==> src/rtl/spi_master_cmd_sequencer_pkg.sv <==
// +----------------------------------------------------------------------------+
// | Module   : spi_master_cmd_sequencer_pkg                                    |
// | Purpose  : Opcodes, command field offsets and FSM encoding for the         |
// |            SPI master command sequencer.                                   |
// | Revision : 1.0 - initial release                                           |
// +----------------------------------------------------------------------------+
`default_nettype none

package spi_master_cmd_sequencer_pkg;

  localparam logic [1:0] c_OP_WR       = 2'd0;
  localparam logic [1:0] c_OP_RD       = 2'd1;
  localparam logic [1:0] c_OP_STOP     = 2'd2;
  localparam logic [1:0] c_OP_STOP_EXT = 2'd3;

  localparam int c_CMD_W    = 10;
  localparam int c_OP_MSB   = 9;
  localparam int c_OP_LSB   = 8;
  localparam int c_BYTE_MSB = 7;
  localparam int c_BYTE_LSB = 0;

  typedef enum logic [2:0] {
    ST_IDLE      = 3'd0,
    ST_FETCH     = 3'd1,
    ST_XFER      = 3'd2,
    ST_ACK_WAIT  = 3'd3,
    ST_STOP_REQ  = 3'd4,
    ST_STOP_WAIT = 3'd5,
    ST_ERR       = 3'd6
  } seq_state_t;

  // STOP_EXT behaves like STOP here; the extended clock is owned by the register block.
  function automatic logic is_data_op(input logic [1:0] op);
    return !(op == c_OP_STOP || op == c_OP_STOP_EXT);
  endfunction

endpackage

`default_nettype wire

==> src/rtl/spi_master_cmd_sequencer_fifo.sv <==
// +----------------------------------------------------------------------------+
// | Module   : spi_seq_fifo                                                    |
// | Purpose  : First-word-fall-through FIFO with separate occupancy counter.   |
// | Revision : 1.0 - initial release                                           |
// +----------------------------------------------------------------------------+
`default_nettype none

module spi_seq_fifo #(
  parameter int WIDTH = 8,
  parameter int DEPTH = 16
) (
  input  logic                     Bus_CLK_i,
  input  logic                     RST_i,
  input  logic                     RST_SYNC_i,
  input  logic                     push_i,
  input  logic                     pop_i,
  input  logic [WIDTH-1:0]         din_i,
  output logic [WIDTH-1:0]         dout_o,
  output logic                     empty_o,
  output logic [$clog2(DEPTH):0]   level_o
);

  localparam int                c_AW   = $clog2(DEPTH);
  localparam logic [c_AW:0]     c_FULL = (c_AW + 1)'(DEPTH);

  logic [WIDTH-1:0] r_mem [DEPTH];
  logic [c_AW-1:0]  r_wr_ptr;
  logic [c_AW-1:0]  r_rd_ptr;
  logic             w_full;
  logic             w_do_push;
  logic             w_do_pop;

  assign empty_o   = (level_o == '0);
  assign w_full    = (level_o == c_FULL);
  assign w_do_pop  = pop_i && !empty_o;
  // A push into a full FIFO is accepted only when a legal pop frees the slot.
  assign w_do_push = push_i && (!w_full || w_do_pop);
  assign dout_o    = empty_o ? '0 : r_mem[r_rd_ptr];

  always_ff @(posedge Bus_CLK_i or posedge RST_i) begin
    if (RST_i) begin
      r_wr_ptr <= '0;
      r_rd_ptr <= '0;
      level_o  <= '0;
    end else if (RST_SYNC_i) begin
      r_wr_ptr <= '0;
      r_rd_ptr <= '0;
      level_o  <= '0;
    end else begin
      if (w_do_push) r_wr_ptr <= r_wr_ptr + 1'b1;
      if (w_do_pop)  r_rd_ptr <= r_rd_ptr + 1'b1;
      if (w_do_push && !w_do_pop)      level_o <= level_o + 1'b1;
      else if (w_do_pop && !w_do_push) level_o <= level_o - 1'b1;
    end
  end

  always_ff @(posedge Bus_CLK_i) begin
    if (w_do_push) r_mem[r_wr_ptr] <= din_i;
  end

endmodule

`default_nettype wire

==> src/rtl/spi_master_cmd_sequencer.sv <==
// +----------------------------------------------------------------------------+
// | Module   : spi_master_cmd_sequencer                                        |
// | Purpose  : Queues byte-level SPI commands and drives the serializer        |
// |            start/stop/read/write handshake, capturing read bytes.          |
// | Revision : 1.0 - initial release                                           |
// +----------------------------------------------------------------------------+
`default_nettype none

module spi_master_cmd_sequencer
  import spi_master_cmd_sequencer_pkg::*;
#(
  parameter int CMD_DEPTH = 16,
  parameter int RD_DEPTH  = 16,
  parameter int TMO_W     = 16
) (
  input  logic                         Bus_CLK_i,
  input  logic                         RST_i,
  input  logic                         RST_SYNC_i,
  input  logic                         cmd_wr_i,
  input  logic [c_CMD_W-1:0]           cmd_data_i,
  output logic                         cmd_full_o,
  output logic [$clog2(CMD_DEPTH):0]   cmd_level_o,
  input  logic                         rd_pop_i,
  output logic [7:0]                   rd_data_o,
  output logic                         rd_empty_o,
  output logic                         busy_o,
  output logic                         done_irq_o,
  output logic                         err_ovf_o,
  output logic                         err_tmo_o,
  input  logic                         err_clr_i,
  output logic                         start_o,
  output logic                         stop_o,
  output logic                         write_o,
  output logic                         read_o,
  output logic [7:0]                   wdata_o,
  input  logic                         irq_write_i,
  input  logic                         irq_read_i,
  input  logic                         xfer_cmplte_i,
  input  logic [7:0]                   rdata_i
);

  localparam int                    c_CMD_LW    = $clog2(CMD_DEPTH) + 1;
  localparam int                    c_RD_LW     = $clog2(RD_DEPTH) + 1;
  localparam logic [c_CMD_LW-1:0]   c_CMD_FULL  = c_CMD_LW'(CMD_DEPTH);
  localparam logic [c_RD_LW-1:0]    c_RD_FULL   = c_RD_LW'(RD_DEPTH);
  localparam logic [TMO_W-1:0]      c_WDOG_LAST = {{(TMO_W-1){1'b1}}, 1'b0};

  seq_state_t          r_state;
  logic [1:0]          r_op;
  logic [TMO_W-1:0]    r_wdog;
  logic [c_CMD_W-1:0]  w_cmd_head;
  logic [1:0]          w_cmd_op;
  logic [7:0]          w_cmd_byte;
  logic                w_cmd_empty;
  logic                w_cmd_flush;
  logic [c_RD_LW-1:0]  w_rd_level;
  logic                w_rd_push;
  logic                w_rd_ovf;
  logic                w_wait_st;
  logic                w_advance;
  logic                w_timeout;

  assign w_cmd_op    = w_cmd_head[c_OP_MSB:c_OP_LSB];
  assign w_cmd_byte  = w_cmd_head[c_BYTE_MSB:c_BYTE_LSB];
  assign w_cmd_flush = RST_SYNC_i || (r_state == ST_ERR);
  assign cmd_full_o  = (cmd_level_o == c_CMD_FULL);
  assign busy_o      = (r_state != ST_IDLE) || !w_cmd_empty;

  assign w_rd_push = (r_state == ST_XFER) && (r_op == c_OP_RD) && irq_read_i;
  // A capture into a full FIFO still lands if software pops in the same cycle.
  assign w_rd_ovf  = w_rd_push && (w_rd_level == c_RD_FULL) && !rd_pop_i;

  assign w_wait_st = (r_state == ST_XFER) || (r_state == ST_ACK_WAIT) ||
                     (r_state == ST_STOP_REQ) || (r_state == ST_STOP_WAIT);
  assign w_timeout = w_wait_st && !w_advance && (r_wdog == c_WDOG_LAST);

  always_comb begin
    w_advance = 1'b0;
    case (r_state)
      ST_XFER:      w_advance = (r_op == c_OP_RD) ? irq_read_i : irq_write_i;
      ST_ACK_WAIT:  w_advance = !irq_write_i && !irq_read_i;
      ST_STOP_REQ:  w_advance = xfer_cmplte_i;
      ST_STOP_WAIT: w_advance = !xfer_cmplte_i;
      default:      w_advance = 1'b0;
    endcase
  end

  spi_seq_fifo #(.WIDTH(c_CMD_W), .DEPTH(CMD_DEPTH)) u_cmd_fifo (
    .Bus_CLK_i  (Bus_CLK_i),
    .RST_i      (RST_i),
    .RST_SYNC_i (w_cmd_flush),
    .push_i     (cmd_wr_i),
    .pop_i      (r_state == ST_FETCH),
    .din_i      (cmd_data_i),
    .dout_o     (w_cmd_head),
    .empty_o    (w_cmd_empty),
    .level_o    (cmd_level_o)
  );

  spi_seq_fifo #(.WIDTH(8), .DEPTH(RD_DEPTH)) u_rd_fifo (
    .Bus_CLK_i  (Bus_CLK_i),
    .RST_i      (RST_i),
    .RST_SYNC_i (RST_SYNC_i),
    .push_i     (w_rd_push),
    .pop_i      (rd_pop_i),
    .din_i      (rdata_i),
    .dout_o     (rd_data_o),
    .empty_o    (rd_empty_o),
    .level_o    (w_rd_level)
  );

  always_ff @(posedge Bus_CLK_i or posedge RST_i) begin
    if (RST_i) begin
      r_state <= ST_IDLE;  r_op <= c_OP_WR;  r_wdog <= '0;
      start_o <= 1'b0;  stop_o <= 1'b0;  write_o <= 1'b0;  read_o <= 1'b0;
      wdata_o <= '0;  done_irq_o <= 1'b0;  err_ovf_o <= 1'b0;  err_tmo_o <= 1'b0;
    end else if (RST_SYNC_i) begin
      r_state <= ST_IDLE;  r_op <= c_OP_WR;  r_wdog <= '0;
      start_o <= 1'b0;  stop_o <= 1'b0;  write_o <= 1'b0;  read_o <= 1'b0;
      wdata_o <= '0;  done_irq_o <= 1'b0;  err_ovf_o <= 1'b0;  err_tmo_o <= 1'b0;
    end else begin
      done_irq_o <= 1'b0;
      r_wdog     <= (w_wait_st && !w_advance) ? r_wdog + 1'b1 : '0;
      // Clear wins; an error raised in the clearing cycle is lost.
      if (err_clr_i)     err_ovf_o <= 1'b0;
      else if (w_rd_ovf) err_ovf_o <= 1'b1;
      if (err_clr_i)     err_tmo_o <= 1'b0;

      if (w_timeout) begin
        r_state <= ST_ERR;  r_wdog <= '0;
        start_o <= 1'b0;  stop_o <= 1'b0;  write_o <= 1'b0;  read_o <= 1'b0;
        wdata_o <= '0;
        if (!err_clr_i) err_tmo_o <= 1'b1;
      end else begin
        case (r_state)
          ST_IDLE: if (!w_cmd_empty) r_state <= ST_FETCH;
          ST_FETCH: begin
            r_op    <= w_cmd_op;
            wdata_o <= w_cmd_byte;
            if (is_data_op(w_cmd_op)) begin
              r_state <= ST_XFER;
              start_o <= 1'b1;
              write_o <= (w_cmd_op == c_OP_WR);
              read_o  <= (w_cmd_op == c_OP_RD);
            end else begin
              r_state <= ST_STOP_REQ;
              stop_o  <= 1'b1;
            end
          end
          ST_XFER: if (w_advance) begin
            r_state <= ST_ACK_WAIT;
            start_o <= 1'b0;  write_o <= 1'b0;  read_o <= 1'b0;
          end
          ST_STOP_REQ: if (w_advance) begin
            r_state <= ST_STOP_WAIT;
            stop_o  <= 1'b0;
          end
          ST_ACK_WAIT, ST_STOP_WAIT: if (w_advance) begin
            r_state    <= ST_IDLE;
            done_irq_o <= w_cmd_empty && !cmd_wr_i;
          end
          ST_ERR: if (err_clr_i) r_state <= ST_IDLE;
          default: r_state <= ST_IDLE;
        endcase
      end
    end
  end

endmodule

`default_nettype wire

==> config.mk <==
export PLATFORM = sky130hd
export DESIGN_NAME = spi_master_cmd_sequencer
export DESIGN_NICKNAME = d
export VERILOG_FILES = /design/src/rtl/spi_master_cmd_sequencer_pkg.sv /design/src/rtl/spi_master_cmd_sequencer_fifo.sv /design/src/rtl/spi_master_cmd_sequencer.sv
export SDC_FILE = /design/constraint.sdc
export NUM_CORES = 1
export LEC_CHECK = 0
export ABC_CLOCK_PERIOD_IN_PS = 4400
export CAP_MARGIN = 20
export CORE_UTILIZATION = 42
export CTS_CLUSTER_SIZE = 25
export DETAILED_ROUTE_END_ITERATION = 6
export PLACE_DENSITY_LB_ADDON = 0.2
export SLEW_MARGIN = 20
export SYNTH_ARGS = -nofsm -noshare
export SYNTH_HDL_FRONTEND = slang
export SYNTH_HIERARCHICAL = 1
export SYNTH_SLANG_ARGS = --single-unit
==> constraint.sdc <==
create_clock -name Bus_CLK_i -period 4.4 [get_ports Bus_CLK_i]
set_input_delay 0.66 -clock Bus_CLK_i [delete_from_list [all_inputs] [get_ports Bus_CLK_i]]
set_output_delay 0.66 -clock Bus_CLK_i [all_outputs]
set_load 0.02 [all_outputs]
# --- Word level (Yosys, flattened, before mapping) ---
# Memories as Yosys holds them, arrays and structs flattened.
# Index checks and enable logic that the tools add are counted.
word_totals:
  regBits: 62
  latchBits: 0
  ram_bits: 288
  mem_bits_ro: 0
  in_bits: 27
  word_cells: 176
  memories: 2
op_classes:
  addsub: 9
  mul: 0
  div_mod_pow: 0
  order_cmp: 0
  eq_ne: 21
  n_shift: 0
  mux: 68
  bitwise_logic: 0
  n_reduce_logical: 59
memory_table:
  columns: ["name", "depth", "width", "rd", "rd_ports_with_merged_regs", "write_ports", "line_no", "rtl"]
  rows:
  - ["u_cmd_fifo.r_mem", 16, 10, 1, 0, 1, "spi_master_cmd_sequencer_fifo.sv:26", "logic [WIDTH-1:0] r_mem [DEPTH];"]
  - ["u_rd_fifo.r_mem", 16, 8, 1, 0, 1, "spi_master_cmd_sequencer_fifo.sv:26", null]
ops:
  columns: ["operator", "n"]
  rows:
  - ["$mux W16", 3]
  - ["$mux W4", 8]
  - ["$mux W8", 4]
  - ["$mux W5", 6]
  - ["$mux W1", 29]
  - ["$ne A4 B4 Y1 const B", 7]
  - ["$mux W3", 8]
  - ["$pmux W3 S6", 1]
  - ["$add A16 B1 Y16 const B", 1]
  - ["$add A4 B1 Y4 const B", 4]
  - ["$eq A16 B16 Y1 const B", 1]
  - ["$logic_and A1 B1 Y1", 16]
  - ["$reduce_bool A3 Y1", 5]
  - ["$logic_not A1 Y1", 14]
  - ["$add A5 B1 Y5 const B", 2]
  - ["$eq A5 B5 Y1 const B", 2]
  - ["$logic_not A5 Y1", 2]
  - ["$mux W10", 1]
  - ["$reduce_bool A2 Y1", 5]
  - ["$sub A5 B1 Y5 const B", 2]
  - ["$eq A3 B3 Y1 const B", 3]
  - ["$logic_or A1 B1 Y1", 8]
  - ["$pmux W1 S2", 4]
  - ["$reduce_bool A4 Y1", 2]
  - ["other kinds (13)", 19]

# --- Longest topological paths before layout ---
logic_depth:
  ltp_word: 10
  depth_mapped: 13
  depth_no_buf: 11

# --- Modules after synthesis ---
# The synthesis kept the hierarchy.
modules_own_cells:
  columns: ["mod", "instances", "cells_each", "area_each_um2", "seq_area_each_um2"]
  rows:
  - ["spi_seq_fifo (u_cmd_fifo)", 1, 371, 7174.4, 5129.9]
  - ["spi_seq_fifo (u_rd_fifo)", 1, 320, 5954.5, 4169.0]
  - ["spi_master_cmd_sequencer", 1, 200, 1909.3, 900.9]

# --- Worst setup path after synthesis ---
# Ideal clock, no wire load.
synth_path:
  kind: "flip-flop to flip-flop"
  startpoint: "register r_state[0]"
  endpoint: "register u_cmd_fifo.level_o[4]"
  setup_time_ps: 136
  t_arrival_ps: 3048
  slack_ps: 1216
  path_stages_with_launch: 13
  path_buffers: 2
  synth_period_minus_slack_ps: 3184
  path_cell_list: "dfrtp_1 clkbuf_1 nand2_1 inv_1 clkbuf_1 nand2b_1 o21a_1 nand2_1 fa_1 a211o_1 o21a_1 o211ai_1 a31oi_1"
synth_via:
  elab_chain_cells: 7
  word_cells_on_any_way: 13
synth_lines:
  columns: ["item", "line_no", "rtl"]
  rows:
  - ["from (decl)", "spi_master_cmd_sequencer.sv:48", "seq_state_t r_state;"]
  - ["from (signal assigned)", "spi_master_cmd_sequencer.sv:114", "r_state <= ST_IDLE; r_op <= c_OP_WR; r_wdog <= '0;"]
  - ["from (signal assigned)", "spi_master_cmd_sequencer.sv:118", "r_state <= ST_IDLE; r_op <= c_OP_WR; r_wdog <= '0;"]
  - ["from (signal assigned)", "spi_master_cmd_sequencer.sv:130", "r_state <= ST_ERR; r_wdog <= '0;"]
  - ["$eq A3 B1 Y1", "spi_master_cmd_sequencer.sv:93", ".pop_i (r_state == ST_FETCH),"]
  - ["$logic_and A1 B1 Y1", "spi_master_cmd_sequencer_fifo.sv:35", "assign w_do_pop = pop_i && !empty_o;"]
  - ["$logic_or A1 B1 Y1", "spi_master_cmd_sequencer_fifo.sv:37", "assign w_do_push = push_i && (!w_full || w_do_pop);"]
  - ["$logic_and A1 B1 Y1", "spi_master_cmd_sequencer_fifo.sv:37", null]
  - ["$logic_and A1 B1 Y1 / $logic_not A1 Y1 (equally long branches)", "spi_master_cmd_sequencer_fifo.sv:52, spi_master_cmd_sequencer_fifo.sv:53", null]
  - ["$mux W5 / $logic_and A1 B1 Y1 (equally long branches)", "spi_master_cmd_sequencer_fifo.sv:52, spi_master_cmd_sequencer_fifo.sv:53", null]
  - ["$mux W5 / $reduce_bool A3 Y1 (equally long branches)", null, null]
  - ["to (signal assigned)", "spi_master_cmd_sequencer_fifo.sv:52", "if (w_do_push && !w_do_pop) level_o <= level_o + 1'b1;"]
  - ["to (signal assigned)", "spi_master_cmd_sequencer_fifo.sv:53", "else if (w_do_pop && !w_do_push) level_o <= level_o - 1'b1;"]
  - ["to (decl)", "spi_master_cmd_sequencer_fifo.sv:20", "output logic [$clog2(DEPTH):0] level_o"]
# Parallel ways exist; a longest one is shown, timed or not.
# A chain may end at the register's enable or synchronous reset.

# --- Final worst setup path ---
layout_path:
  startpoint: "register u_rd_fifo.r_rd_ptr[1]"
  endpoint: "output port rd_data_o[4]"
layout_via:
  elab_chain_cells: 2
layout_lines:
  columns: ["item", "line_no", "rtl"]
  rows:
  - ["from (decl)", "spi_master_cmd_sequencer_fifo.sv:28", "logic [c_AW-1:0] r_rd_ptr;"]
  - ["from (signal assigned)", "spi_master_cmd_sequencer_fifo.sv:51", "if (w_do_pop) r_rd_ptr <= r_rd_ptr + 1'b1;"]
  - ["$mem_v2 Z16 W8", null, null]
  - ["$mux W8", "spi_master_cmd_sequencer_fifo.sv:38", "assign dout_o = empty_o ? '0 : r_mem[r_rd_ptr];"]
  - ["to (decl)", "spi_master_cmd_sequencer.sv:24", "output logic [7:0] rd_data_o,"]
# No other way between the ends.

==> out/metrics.csv <==
metric,value,unit
CP bufs+invs,1,
nets@finish,1016,
clock-pin slew on the worst setup and hold paths,0.05,ns
Pwr Density,528,nW/µm²
grt met2 use,26.6,%
"Slew Viols, Final",0,
Reg-to-Reg End,u_cmd_fifo/level_o[4],
sequential fraction of the synthesis area,67.8,%
Leak,5.65,nW
crit path max-delay cell type,dfrtp_2,
Pre-Repair DR Iteration Count,5,
Avg WL per Cell,20.6,µm
Hold WC Path Type,register to register,
Chip Height,191,µm
Max Cap Violations,0,
"Hold Vio Cnt, Final",0,
Vias,7783,
initial antenna violation count,0,
crit path launch type,register,
final WL,29.7,mm
Syn Inst Count,891,
Post-synth EDFFs,288,
Overflow after GRT,0,
largest net degree at the start of global routing,36,
Worst Reg-to-Reg Cells,11,
Tot Pwr,9.10,mW
largest buffer count on any clock path,3,
setup bufs post-CTS,0,
most frequent cells in the layout,"edfxtp_1, mux4_2, dfrtp_1",
measured slew at the worst slew-check pin,1.06,ns
antenna-violating nets left,0,
"CP delay by family, top",flip-flops,
TNS Setup,0,ns
Syn Area/Cell,16.9,µm²
number of buffers created by CTS,38,
crit-path most repeated cell,a211oi_1,
"worst slack, placed",0.971,ns
Final Cycle Share,85.2,%
CP max FO,20,
crit path time final,3.75,ns
I/O pin count,58,
crit end category,primary output,
mapped cell area,15000,µm²
"most common cell after layout, fill and taps aside",edfxtp_1,
CTS H-tree depth,2,
Layout Skew,0.0168,ns
asr flop ratio synth,17.7,%
hold wc startpoint,err_tmo_o,
Clock Sinks,350,
busiest layer in global routing,met2,
synth warn,6,
Area growth syn-to-layout,14.6,%
Critical Path Source,u_rd_fifo/r_rd_ptr[1],
Die ar.,36600,µm²
internal reg-to-reg setup slack,1.17,ns
GRT Util Overall,16.9,%
"Hold-fix buffers, CTS",0,
Rel. slew slack,29.6,%
crit path DAT,3.09,ns
Initial Utilization,43.1,%
GPL Wtd Cong,0.763,
critical path depth in cells,5,
vias in the first global route,7735,
first-pass GRT wire length,46.1,mm
root buf cell,clkbuf_16,
Synth Flop Type,edfxtp_1,
slowest cell delay on critical path,0.76,ns
Reg area,10200,µm²
Critical Path Sink,rd_data_o[4],
Synth cell types,56,
RR Startpoint,r_state[2],
unrepaired setup endpoints after global routing,false,
Via density,5.39,
fin worst setup slack,0.650,ns
met3 Usage GRT,2.97,%
Chip Width,191,µm
status,finished clean,
# rows,68,
Post-Syn Nets,941,
CTS tree,done,
#FFs+latches synth,350,
Ant. Diodes,0,
"critical path, cell by cell","mux4_2, nor2b_1, a211oi_1, a211oi_1, clkdlybuf4s50_1",
CORE AREA,34900,µm²
VDD IR-drop max,0.320,mV
DP HPWL,18.9,mm
worst skew pair latency,0.54,ns
Util after Layout,49.4,%
fillers,2924,
Multi-input gate area,4450,µm²
Final setup viols,0,
WS Path Type,register to primary output,
M1 GR Usage,23.7,%
DR DRC count,0,
highest clock rate,267,MHz
PortBufs,57,
Starting DRT DRC Count,461,
cts repair resizes,0,
proportion of layout cells with a drive suffix above 1,17.8,%
Worst EP required,3.74,ns
## metal layers
layer / share of wire, % / vias to the layer above / routed length, µm
li1: - / 3615 / -
met1: 46 / 3964 / 13600
met5: 0 / - / 0
met3: 4.2 / 47 / 1240
met2: 48 / 157 / 14200
met4: 2.3 / 0 / 675
## worst min-delay path by stage
stage | depth (start not counted) | slack [ns] | to
after floorplan | 1 | 0.47 | r_wdog[0]
after global placement | 1 | 0.51 | r_wdog[0]
after detailed placement | 1 | 0.50 | r_wdog[0]
after CTS | 1 | 0.51 | r_wdog[0]
after global routing | 1 | 0.54 | r_wdog[0]
final | 1 | 0.50 | err_tmo_o
## power breakdown
part | switching [mW] | total, mW | leakage (nW) | internal (mW)
Sequential | 0.244 | 3.98 | 3.44 | 3.74
Clock | 1.22 | 2.95 | 0.554 | 1.73
Combinational | 1.17 | 2.17 | 1.66 | 0.997
## synthesized netlist by cell type, types with 20 or more instances
library cell  instances  area, µm²
edfxtp_1            288       8650
mux4_2               72       1620
dfrtp_1              62       1550
nor2_1               44        165
a211oi_1             36        270
nand2_1              35        131
inv_1                26       97.6
a21oi_1              24        120
nor2b_1              23        144
mux2i_1              22        220
ha_1                 21        263
nand3_1              20        100
xor2_1               20        175
## cell families after synthesis
family	count (synthesis)	synth area share (%)
muxes	100	12.7
and+or+nand+nor	206	7.71
AOI/OAI and AO/OA	107	5.32
xor gates and xnor gates	29	1.69
adders and majority gates	23	2.01
DFF	350	67.8
buffers and inverters	76	2.75
## per-stage QoR
stage          cells  hold WS [ns]  area, µm²
2_1_floorplan    891         0.470      15000
3_3_place_gp    1381         0.508      16100
3_5_place_dp    1381         0.501      16100
4_1_cts         1445         0.513      17200
5_1_grt         1445         0.538      17200
6_report        1445         0.505      17200
## registers in the layout, indices dropped and copies added, names as in the netlist
name	flops
r_op	2
u_rd_fifo/r_rd_ptr	4
err_ovf_o	1
r_state	3
done_irq_o	1
r_wdog	16
u_rd_fifo/level_o	5
u_cmd_fifo/r_wr_ptr	4
u_rd_fifo/r_wr_ptr	4
write_o	1
read_o	1
err_tmo_o	1
stop_o	1
wdata_o	8
u_cmd_fifo/level_o	5
start_o	1
u_cmd_fifo/r_mem	160
u_rd_fifo/r_mem	128
u_cmd_fifo/r_rd_ptr	4
## cell type report
| class | count | area share, % |
|---|---|---|
| clock buffers | 47 | 5.84 |
| inverters | 26 | 0.566 |
| multi-input cells | 465 | 25.8 |
| flip-flops and latches | 350 | 59.2 |
| clock inverters | 17 | 0.733 |
| well taps | 455 | 3.30 |
| repair buffers | 85 | 4.53 |
## worst reg2reg max path, cell delays in order, from the launching register on
cell	delay [ns]
dfrtp_1	0.49
nor2_1	0.26
nand2_1	0.30
inv_1	0.15
nand2b_1	0.24
o21a_1	0.24
nand2_1	0.20
fa_1	0.46
a211o_1	0.33
o21a_1	0.14
o211ai_1	0.19
a31oi_1	0.11
(Power assumes the default switching activity.)
